$ cat src/rtl/pitch_detector.sv
// Zero-crossing pitch detector: period count divided into 2^P gives a phase increment.
// Optional macro PITCH_DETECTOR_AVERAGE_EN averages the last two periods.
`timescale 1ns/1ps

module pitch_detector #(
   parameter int BITDEPTH    = 14,
   parameter int BITFRACTION = 6,
   parameter int HYST        = 256
) (
   input  logic                sample_clock,
   input  logic                rst_n,
   input  logic                sample_valid,
   input  logic [BITDEPTH-1:0] sample_in,
   output logic [15:0]         increment,
   output logic                increment_valid,
   output logic                locked,
   output logic                busy
);

   localparam int P   = BITDEPTH + BITFRACTION;
`ifdef PITCH_DETECTOR_AVERAGE_EN
   localparam int DW  = 17;
   localparam int NB  = P + 2;
`else
   localparam int DW  = 16;
   localparam int NB  = P + 1;
`endif
   localparam int SW  = $clog2(NB);
   localparam int MID = (2 ** (BITDEPTH - 1)) - 1;
   localparam logic [BITDEPTH-1:0] LO = BITDEPTH'(MID - HYST);
   localparam logic [BITDEPTH-1:0] HI = BITDEPTH'(MID + HYST);

   typedef enum logic [1:0] {IDLE, DIVIDE, DONE} state_t;

   state_t          r_state, w_next;
   logic [15:0]     r_cnt, w_cnt_inc, w_quo_sat;
   logic            r_armed, r_seen, r_one_done;
   logic            w_cross, w_timeout, w_start, w_ge;
   logic [DW-1:0]   r_div, r_rem, w_divisor, w_diff;
   logic [DW:0]     w_trial;
   logic [NB-1:0]   r_quo;
   logic [SW-1:0]   r_step;

   assign w_cnt_inc = (&r_cnt) ? r_cnt : r_cnt + 16'd1;
   assign w_cross   = sample_valid && r_armed && (sample_in > HI);
   // timeout fires only on the transition into saturation
   assign w_timeout = sample_valid && !w_cross && (r_cnt == 16'hFFFE);

`ifdef PITCH_DETECTOR_AVERAGE_EN
   logic [15:0] r_prev;
   logic        r_have;

   assign w_divisor = {1'b0, r_prev} + {1'b0, w_cnt_inc};
   assign w_start   = w_cross && r_seen && r_have && (r_state == IDLE);

   always_ff @(posedge sample_clock or negedge rst_n) begin
      if (!rst_n) begin
         r_prev <= '0;
         r_have <= 1'b0;
      end else if (w_timeout) begin
         r_have <= 1'b0;
      end else if (w_cross && r_seen) begin
         r_prev <= w_cnt_inc;
         r_have <= 1'b1;
      end
   end
`else
   assign w_divisor = w_cnt_inc;
   assign w_start   = w_cross && r_seen && (r_state == IDLE);
`endif

   always_ff @(posedge sample_clock or negedge rst_n) begin
      if (!rst_n) begin
         r_cnt   <= '0;
         r_armed <= 1'b0;
         r_seen  <= 1'b0;
      end else if (sample_valid) begin
         r_cnt <= w_cross ? '0 : w_cnt_inc;
         if (w_timeout) begin
            r_armed <= 1'b0;
            r_seen  <= 1'b0;
         end else if (w_cross) begin
            r_armed <= 1'b0;
            r_seen  <= 1'b1;
         end else if (sample_in < LO) begin
            r_armed <= 1'b1;
         end
      end
   end

   always_ff @(posedge sample_clock or negedge rst_n) begin
      if (!rst_n) r_state <= IDLE;
      else        r_state <= w_next;
   end

   always_comb begin
      w_next = r_state;
      busy   = 1'b0;
      unique case (r_state)
         IDLE:   if (w_start) w_next = DIVIDE;
         DIVIDE: begin
            busy = 1'b1;
            if (r_step == SW'(NB - 1)) w_next = DONE;
         end
         DONE: begin
            busy   = 1'b1;
            w_next = IDLE;
         end
         default: w_next = IDLE;
      endcase
   end

   // dividend is a single 1 at its MSB, so only the first step shifts in a 1
   assign w_trial   = {r_rem, (r_step == '0)};
   assign w_ge      = w_trial >= {1'b0, r_div};
   assign w_diff    = w_trial[DW-1:0] - r_div;
   assign w_quo_sat = (|r_quo[NB-1:16]) ? 16'hFFFF : r_quo[15:0];

   always_ff @(posedge sample_clock or negedge rst_n) begin
      if (!rst_n) begin
         r_div  <= '0;
         r_rem  <= '0;
         r_quo  <= '0;
         r_step <= '0;
      end else if (w_start) begin
         r_div  <= w_divisor;
         r_rem  <= '0;
         r_quo  <= '0;
         r_step <= '0;
      end else if (r_state == DIVIDE) begin
         r_rem  <= w_ge ? w_diff : w_trial[DW-1:0];
         r_quo  <= {r_quo[NB-2:0], w_ge};
         r_step <= r_step + SW'(1);
      end
   end

   always_ff @(posedge sample_clock or negedge rst_n) begin
      if (!rst_n) begin
         increment       <= '0;
         increment_valid <= 1'b0;
         locked          <= 1'b0;
         r_one_done      <= 1'b0;
      end else begin
         increment_valid <= (r_state == DONE);
         if (r_state == DONE) increment <= w_quo_sat;
         if (w_timeout) begin
            locked     <= 1'b0;
            r_one_done <= 1'b0;
         end else if (r_state == DONE) begin
            locked     <= locked | r_one_done;
            r_one_done <= 1'b1;
         end
      end
   end

endmodule

$ cat config.mk
export PLATFORM = sky130hd
export DESIGN_NAME = pitch_detector
export DESIGN_NICKNAME = d
export VERILOG_FILES = /design/src/rtl/pitch_detector.sv
export SDC_FILE = /design/constraint.sdc
export NUM_CORES = 1
export LEC_CHECK = 0
export ABC_AREA = 1
export CAP_MARGIN = 25
export CORE_UTILIZATION = 60
export DETAILED_ROUTE_END_ITERATION = 10
export PLACE_DENSITY = 0.81
export SETUP_SLACK_MARGIN = 0.3
export SKIP_LAST_GASP = 1
export SLEW_MARGIN = 40
export SYNTH_ARGS = -nofsm -noshare
export SYNTH_HDL_FRONTEND = slang
export SYNTH_SLANG_ARGS = --single-unit
$ cat constraint.sdc
create_clock -name sample_clock -period 6.5 [get_ports sample_clock]
set_input_delay 1.3 -clock sample_clock [delete_from_list [all_inputs] [get_ports sample_clock]]
set_output_delay 1.3 -clock sample_clock [all_outputs]
set_load 0.05 [all_outputs]
**Yosys cells after proc, flatten, opt, wreduce, memory -nomap -nowiden**

Cells that the tools add are included.

- Register bits after elaboration: 97
- Input port bits: 17
- Output and inout bits: 19
- Word-level logic and storage cells: 67

- Add/subtract/negate cells: 3
- $lt $le $gt $ge: 3
- Equality and inequality tests: 6
- Muxes and demuxes: 23
- Bitwise operators: 1
- Reductions and logical operators: 19

Operators by type and width:

| kind | count |
|---|---|
| $mux W16 | 6 |
| $mux W21 | 2 |
| $ge A17 B16 Y1 | 1 |
| $add A16 B1 Y16 const B | 1 |
| $eq A16 B16 Y1 const B | 1 |
| $reduce_and A16 Y1 | 1 |
| $sub A16 B16 Y16 | 1 |
| $gt A14 B14 Y1 const B | 1 |
| $lt A14 B13 Y1 const B | 1 |
| $mux W1 | 10 |
| $mux W5 | 2 |
| $logic_and A1 B1 Y1 | 6 |
| $reduce_and A2 Y1 | 3 |
| $reduce_bool A2 Y1 | 3 |
| $add A5 B1 Y5 const B | 1 |
| $eq A5 B5 Y1 const B | 1 |
| $logic_not A5 Y1 | 1 |
| $reduce_or A5 Y1 | 1 |
| $mux W2 | 2 |
| $ne A2 B2 Y1 const B | 2 |
| $pmux W2 S2 | 1 |
| $reduce_bool A3 Y1 | 1 |
| $eq A2 B1 Y1 const B | 1 |
| $eq A2 B2 Y1 const B | 1 |
| other kinds (4) | 4 |

**Logic depth before layout (Yosys ltp)**

Gate-level depths: netlist of the first run.

- Depth after elaboration: 7
- Mapped depth: 16
- Gate-level depth less buffers: 16

**Least setup slack after synthesis of the first run**

No wires, ideal clock.

- Path kind: input to register
- Start: input sample_valid
- End: register r_rem[10]
- Library setup time: 0.117 ns
- Arrival: 2.200 ns
- Data required time: 6.383 ns
- Setup slack: 4.183 ns
- Cell stages on the path: 8
- Buffers on the path: 1
- Cell sequence: inv_2 -> nor3_4 -> nand4_4 -> nand2_2 -> inv_2 -> buf_4 -> nand3_1 -> nand2_1

- Word-level cells in the longest chain between the ends: 5
- Elaborated cells on any way between the ends: 6
- Classes of those cells: 1 x mux; 5 x reduce/logical

Ends and longest elaborated chain:

| what | RTL line | source |
|---|---|---|
| start, declared | 12 | `input logic sample_valid,` |
| $logic_and A1 B1 Y1 (*) (2 in series) | 45 | `assign w_cross = sample_valid && r_armed && (sample_in > HI);` |
| $logic_and A1 B1 Y1 (*) (2 in series) | 69 | `assign w_start = w_cross && r_seen && (r_state == IDLE);` |
| $mux W16 or $reduce_bool A2 Y1 (tied branches) | - |  |
| end signal, assigned | 131 | `r_rem <= w_ge ? w_diff : w_trial[DW-1:0];` |
| end, declared | 39 | `logic [DW-1:0] r_div, r_rem, w_divisor, w_diff;` |

Every way passes the cells marked *; elsewhere a longest branch is shown, timed or not.
A chain may end at the register's enable or synchronous reset.

**Worst setup path in the final report of the first run**

- Start: input sample_valid
- End: register r_rem[14]

The elaborated chain is that of the path after synthesis.

==> run metrics, run 1 <==
status completed; Post-synth EDFFs 0; hold buffers post-CTS 0; Hold Path Class reg2reg; Rel. slew slack 0.596; Cell Area, Synth about 0.0056 mm^2; ys flop type dfrtp_1; sequential-to-total area share from yosys stat 0.431; n_diodes 0; crit-path max cell delay 0.78 ns; clock-pin slew on the worst setup and hold paths 0.09 ns; # rows 34; CP arrival between 3 and 4 ns; post-synthesis mux area share 0; Synth area leader dfrtp_1; CTS Root Buffer Type clkbuf_8; sw power about 1.4 mW; crit path launch type input pin; antenna-violating nets left 0; Setup-failing EPs final 0; Pwr per Cell Area approximately 460 mW/mm^2; WP data required a little under 7 ns; Core ar. 0.00889 mm^2; Crit Path Max Fanout 22; CTS tree yes; hold path startpoint increment[14]; worst r2r dst r_rem[14]; CTS Buf Count 9; routability cong. about 0.9; sequential share of power 0.287; Pint 1.44 mW; post-synthesis net count roughly 800; Total Routing Usage GR 0.291; largest family of logic cells by synthesized area simple AND/OR/NAND/NOR gates; yosys warns 0; kind of end point of the critical path flop; Hold Vio Cnt, Final 0; Clock Skews between 0.01 and 0.015 ns; register bit total from synthesis 97; HPWL after detailed placement 9.79 mm; Crit path top cell by count nand2_1; Total Neg Setup Slack 0 ns; R2R Setup Slk between 3 and 4 ns; die area 0.00977 mm^2; RSZ-0062 raised after global routing no; Hold Crit Endpoint increment[14]; final hold slack around 0.48 ns; Synth Area per Inst between 7 and 8 um^2; routed vias/inst ~5.4; Slew Limit Fails 0; Synth area leaders dfrtp_1 (43%), nand2_1 (17%), inv_1 (7.5%); Hold Path Stages 2; number of global-route vias before repair around 4900; GRT overflow 0; layout net count around 830; Die Height about 100 um; IO Port Bufs 35; initial antenna violation count 0; Post-Synth XOR/XNOR Area 0.0280; adder-cell share of the synthesized area 0.0547; RR Startpoint r_step[0]; area grow syn2layout 10.0%; clock power share 0.128; Synth top area share 0.431; most frequent cell after synthesis nand2_1; combinational power share 0.585; DRT Pass-1 Iters 5; Async SR Flop Fraction 1.00; synth cell count leaders nand2_1 (261), inv_1 (112), dfrtp_1 (97), o21ai_0 (46), nand3_1 (41); Crit Path Class in2reg; Tmin final 3.47 ns; share of post-route cells with drive strength above 1 0.0493; # H-tree levels 3; global-route wire length before repair 22.6 mm; drt wl/cell about 14 um; clock latency on the worst-skew pair approximately 0.36 ns; leakage about 3.2 nW; Vias between 4000 and 5000; simple-gate share of the synthesized area 0.307; worst reg-to-reg path cell count 16; Synth Area in Compound Gates 0.0822; Least-Margin Pin Slew just over 0.6 ns; Starting DRT DRC Count 192; Die Wd a little under 100 um; total I/O pin count 36; Residual DRC 0; PostCTS Resize Cnt 0; Starting Density 0.633; largest net degree at the start of global routing 50; Net Sw Frac 0.494; Post-Route WL 12.8 mm; Max Cap Viol 0; Slowest cell on crit path clkdlybuf4s50_1; Post CTS Setup Buffer Count 0; worst vdd ir between 0.3 and 0.4 mV; clk sinks just under 100; worst path cell trace clkdlybuf4s50_1 -> inv_2 -> nor3_4 -> nand4_4 -> nand2_2 -> inv_2 -> nand2_1 -> nand2_1 -> nand2_1 -> nand2_1; Final period util 0.533; Cell variety after synth 34; FMAX about 0.29 GHz; clk buf depth 2; Mapped Cells 757
==> placed cells by master (no fill, tap or decap), drive strengths merged <==
master and n:
a21oi 12, and2 1, buf 2, clkbuf 11, clkdlybuf4s50 34, clkinv 2
clkinvlp 1, dfrtp 97, fa 1, ha 23, inv 120, nand2 266
nand3 42, nand3b 13, nand4 12, nor2 42, nor3 15, nor4 2
o21ai 54, o22ai 20, o31ai 1, or2 2, xnor2 9, xor2 9
==> critical path, delay by kind of cell <==
family / cells / cell delay, ns
AND/OR/NAND/NOR: 7 / 1.19
buffers and inverters: 3 / 1.22
==> through the flow <==
| stage | cells | area (um^2) | power (mW) | util | setup WS [ns] |
|---|---|---|---|---|---|
| global route | 899 | 6190 | 3.12 | 0.697 | 2.86 |
| CTS | 899 | 6190 | 2.84 | 0.697 | 3.09 |
| detailed placement | 883 | 6010 | 2.47 | 0.676 | 2.70 |
| finish | 899 | 6190 | 2.84 | 0.697 | 3.03 |
| global placement | 883 | 6010 | 2.44 | 0.676 | 2.83 |
| floorplan | 757 | 5630 | 2.11 | - | 4.18 |
==> kinds of logic after synthesis <==
family | count (synthesis)
flops | 97
simple gates | 395
fa+ha+maj | 24
xor+xnor | 18
compound gates | 87
buf+inv | 136
==> state kept, by name, summed over array words and instances, names as in the netlist <==
name             cells
locked               1
r_quo               21
r_seen               1
r_state              2
r_armed              1
r_cnt               16
r_rem               16
r_one_done           1
increment           16
r_div               16
r_step               5
increment_valid      1
==> power groups by stage <==
stage / sequential, mW / clock, mW / combinational (mW)
global route: 0.832 / 0.396 / 1.90
finish: 0.816 / 0.365 / 1.66
floorplan: 0.851 / 0 / 1.26
detailed placement: 0.825 / 0 / 1.65
global placement: 0.821 / 0 / 1.62
CTS: 0.815 / 0.369 / 1.65
==> per-layer routing <==
| layer | vias to the layer above | wire length [um] | GRT usage |
|---|---|---|---|
| li1 | 2457 | - | - |
| met3 | 18 | 441 | 0.0468 |
| met4 | 0 | 167 | 0.0792 |
| met5 | - | 0 | 0 |
| met2 | 96 | 6320 | 0.503 |
| met1 | 2312 | 5840 | 0.381 |
==> how the worst max path moves through the flow <==
stage                      to    startpoint
floorplan           r_rem[10]  sample_valid
global placement    r_rem[15]  sample_valid
detailed placement  r_rem[14]  sample_valid
CTS                 r_rem[14]  sample_valid
global route        r_rem[15]  sample_valid
finish              r_rem[14]  sample_valid
==> area by class of cell <==
class / count / area (um^2)
timing repair buffer: 36 / 355
clock buffer: 11 / 141
sequential: 97 / 2430
inverter: 118 / 443
fill: 766 / 2700
tap: 108 / 135
clock inverter: 5 / 38.8
multi-input combinational: 524 / 2650
(Power assumes the default switching activity.)
==> run 2, diff against run 1 <==
--- a/config.mk
+++ b/config.mk
@@ -7,9 +7,9 @@
 export LEC_CHECK = 0
 export ABC_AREA = 1
 export CAP_MARGIN = 25
-export CORE_UTILIZATION = 60
+export CORE_UTILIZATION = 54
 export DETAILED_ROUTE_END_ITERATION = 10
-export PLACE_DENSITY = 0.81
+export PLACE_DENSITY = 0.77
 export SETUP_SLACK_MARGIN = 0.3
 export SKIP_LAST_GASP = 1
 export SLEW_MARGIN = 40
==> constraint.sdc (replaced) <==
create_clock -name sample_clock -period 2.85 [get_ports sample_clock]
set_input_delay 0.57 -clock sample_clock [delete_from_list [all_inputs] [get_ports sample_clock]]
set_output_delay 0.57 -clock sample_clock [all_outputs]
set_load 0.05 [all_outputs]
==> run 2 against run 1 <==
  * Combinational power is 130% higher
  * Critical path depth is 7 lower
  * Critical path type is now reg2out
  * Cell area is 1.6% higher
  * Largest cell class unchanged
==> run metrics, run 2 (same netlist as run 1, synthesis figures left out) <==
status completed; Crit path max-delay family buffers and inverters; clk sinks 97 (unchanged); Core ar. 0.00995 mm^2 (+12%); Die Wd 104 um (+5.3%); CTS Buf Count 9 (unchanged); Hold Vio Cnt, Final 0 (unchanged); register with the most flip-flops r_quo; largest net degree at the start of global routing 52 (+4.0%); routability cong. 0.949 (+5.3%); kind of end point of the critical path output port; global-route wire length before repair 21.9 mm (-2.9%); Place WS 0.438 ns (-2.26 ns); worst r2r dst r_rem[14]; worst setup margin 0.390 ns (-2.64 ns); max reg flops 21 (unchanged); n_diodes 0 (unchanged); CP arrival 1.89 ns (-1.83 ns); Slowest cell on crit path clkdlybuf4s50_1; Setup-failing EPs final 0 (unchanged); FMAX between 0.4 and 0.5 GHz; Rel. slew slack 0.593 (-0.00290); commonest cells after routing, fill and taps aside nand2_1 (261), inv_1 (112), dfrtp_1 (97); worst reg-to-reg path cell count 16 (unchanged); HPWL after detailed placement 9.39 mm (-4.1%); clk buf depth 2 (unchanged); Post-Route WL 12.5 mm (-1.9%); antenna-violating nets left 0 (unchanged); Starting Density 0.565 (-0.0676); Final period util 0.863; CP endpoint busy; CP bufs+invs 2 (-1); layout net count 831 (+0.48%); Total Routing Usage GR 0.249 (-0.0422); worst path cell trace inv_1 -> ha_1 -> clkdlybuf4s50_1; Vias 4844 (-0.80%); Tmin final 2.46 ns; # H-tree levels 3 (unchanged); clock latency on the worst-skew pair 0.36 ns (about the same); RSZ-0062 raised after global routing no; Crit Path Max Fanout 3 (-86%); WP data required 2.28 ns (-4.47 ns); final hold slack 0.198 ns (-0.286 ns); GRT overflow 0 (unchanged); DRT Pass-1 Iters 4 (-1); Clock Skews 0.00822 ns (-0.00636 ns); number of global-route vias before repair 4693 (-3.8%); # rows 36 (+5.9%); crit-path max cell delay 0.79 ns (about the same); die area 0.0108 mm^2 (+11%); post-layout util 0.632 (-0.0646); routed vias/inst 5.23 (-3.8%); commonest non-fill, non-tap cell in the layout nand2_1; crit path launch type flop; Slew Limit Fails 0 (unchanged); drt wl/cell 13.5 um (-4.9%); CTS tree yes; RR Startpoint r_step[0]; Die Height 104 um (+5.3%); worst vdd ir 0.583 mV (+76%); Total Neg Setup Slack 0 ns (unchanged); initial antenna violation count 0 (unchanged); share of post-route cells with drive strength above 1 0.0579 (+0.00863); clock-pin slew on the worst setup and hold paths 0.10 ns (about the same); total I/O pin count 36 (unchanged); area grow syn2layout 11.8%; Filler cells 910 (+19%); Crit. path cell count 3 (-7); leakage 3.26 nW (+0.99%); Starting DRT DRC Count 249 (+30%); crit path from r_state[0]; Post CTS Setup Buffer Count 0 (unchanged); Pwr per Cell Area 1050 mW/mm^2 (+130%); Residual DRC 0 (unchanged); IO Port Bufs 35 (unchanged); Least-Margin Pin Slew 0.611 ns (+0.00436 ns); R2R Setup Slk 0.54 ns (-3.29 ns); CTS Root Buffer Type clkbuf_8; Crit Path Class reg2out; Max Cap Viol 0 (unchanged); Hold Path Class in2async
==> run 2: changes by cell type in the layout (fill, tap and decap cells not counted), sizes merged <==
| cell | delta |
|---|---|
| clkinvlp | +1 |
| clkbuf | -2 |
| buf | +4 |
| inv | -1 |
| bufinv | +1 |
==> run 2: timing repair <==
action / 4_1_cts / 5_1_grt
hold buffers: 0 / 0
gates resized for setup: 0 / 3
setup endpoints to repair: 0 / 3
==> run 2: routing by layer <==
| metal | global-route usage | up-vias | wire length (um) |
|---|---|---|---|
| li1 | - | 2467 | - |
| met5 | 0 | - | 0 |
| met3 | 0.0376 | 11 | 467 |
| met1 | 0.330 | 2269 | 5860 |
| met2 | 0.424 | 97 | 6020 |
| met4 | 0.0714 | 0 | 168 |
==> run 2: worst min path at each step <==
stage / start / to / slack [ns] / cells past startpoint
3_5_place_dp: increment[13] / increment[13] / 0.47 / 2
4_1_cts: rst_n / locked / 0.21 / 1
3_3_place_gp: increment[14] / increment[14] / 0.46 / 2
2_1_floorplan: rst_n / increment[0] / 0.27 / 0
6_report: rst_n / locked / 0.20 / 1
5_1_grt: rst_n / locked / 0.24 / 1
==> run 2: cell type report <==
class	instances	area [um^2]	area share
Clock buffer	9	124	0.0197
Multi-Input combinational cell	524	2670	0.424
Sequential cell	97	2430	0.386
Clock inverter	6	67.6	0.0107
Inverter	118	443	0.0704
Timing Repair Buffer	40	398	0.0632
Tap cell	133	166	0.0264
==> run 2: worst register-to-register path, stage by stage (launching register included) <==
cell     delay [ns]
dfrtp_1        0.41
inv_1          0.06
ha_1           0.22
nand3_2        0.10
ha_1           0.15
inv_1          0.08
fa_2           0.38
nand3_1        0.12
nand3_2        0.11
nand2_1        0.08
nand2_1        0.09
nand2_1        0.10
nand2_1        0.06
nand2_1        0.06
nand3_1        0.08
nand2_1        0.09
nand2_1        0.05
==> run 2: through the flow <==
| stage | std cells | cell area [um^2] | power (mW) |
|---|---|---|---|
| floorplan | 757 | 5630 | 4.80 |
| global placement | 912 | 6090 | 5.60 |
| detailed placement | 912 | 6090 | 5.66 |
| CTS | 927 | 6280 | 6.57 |
| global route | 927 | 6290 | 7.22 |
| finish | 927 | 6290 | 6.60 |
==> run 2: power breakdown <==
| part | internal [mW] | switching, mW | leakage (nW) | total [mW] |
|---|---|---|---|---|
| combinational | 1.32 | 2.52 | 1.87 | 3.84 |
| clock | 0.404 | 0.492 | 0.0917 | 0.897 |
| sequential | 1.66 | 0.202 | 1.30 | 1.86 |
| total | 3.38 | 3.22 | 3.26 | 6.60 |
==> run 3, diff against run 2 <==
--- a/config.mk
+++ b/config.mk
@@ -6,7 +6,6 @@
 export NUM_CORES = 1
 export LEC_CHECK = 0
 export ABC_AREA = 1
-export CAP_MARGIN = 25
 export CORE_UTILIZATION = 54
 export DETAILED_ROUTE_END_ITERATION = 10
 export PLACE_DENSITY = 0.77
==> results of run 3 <==
No change in the layout: final DEF, timing and power equal those of run 2.
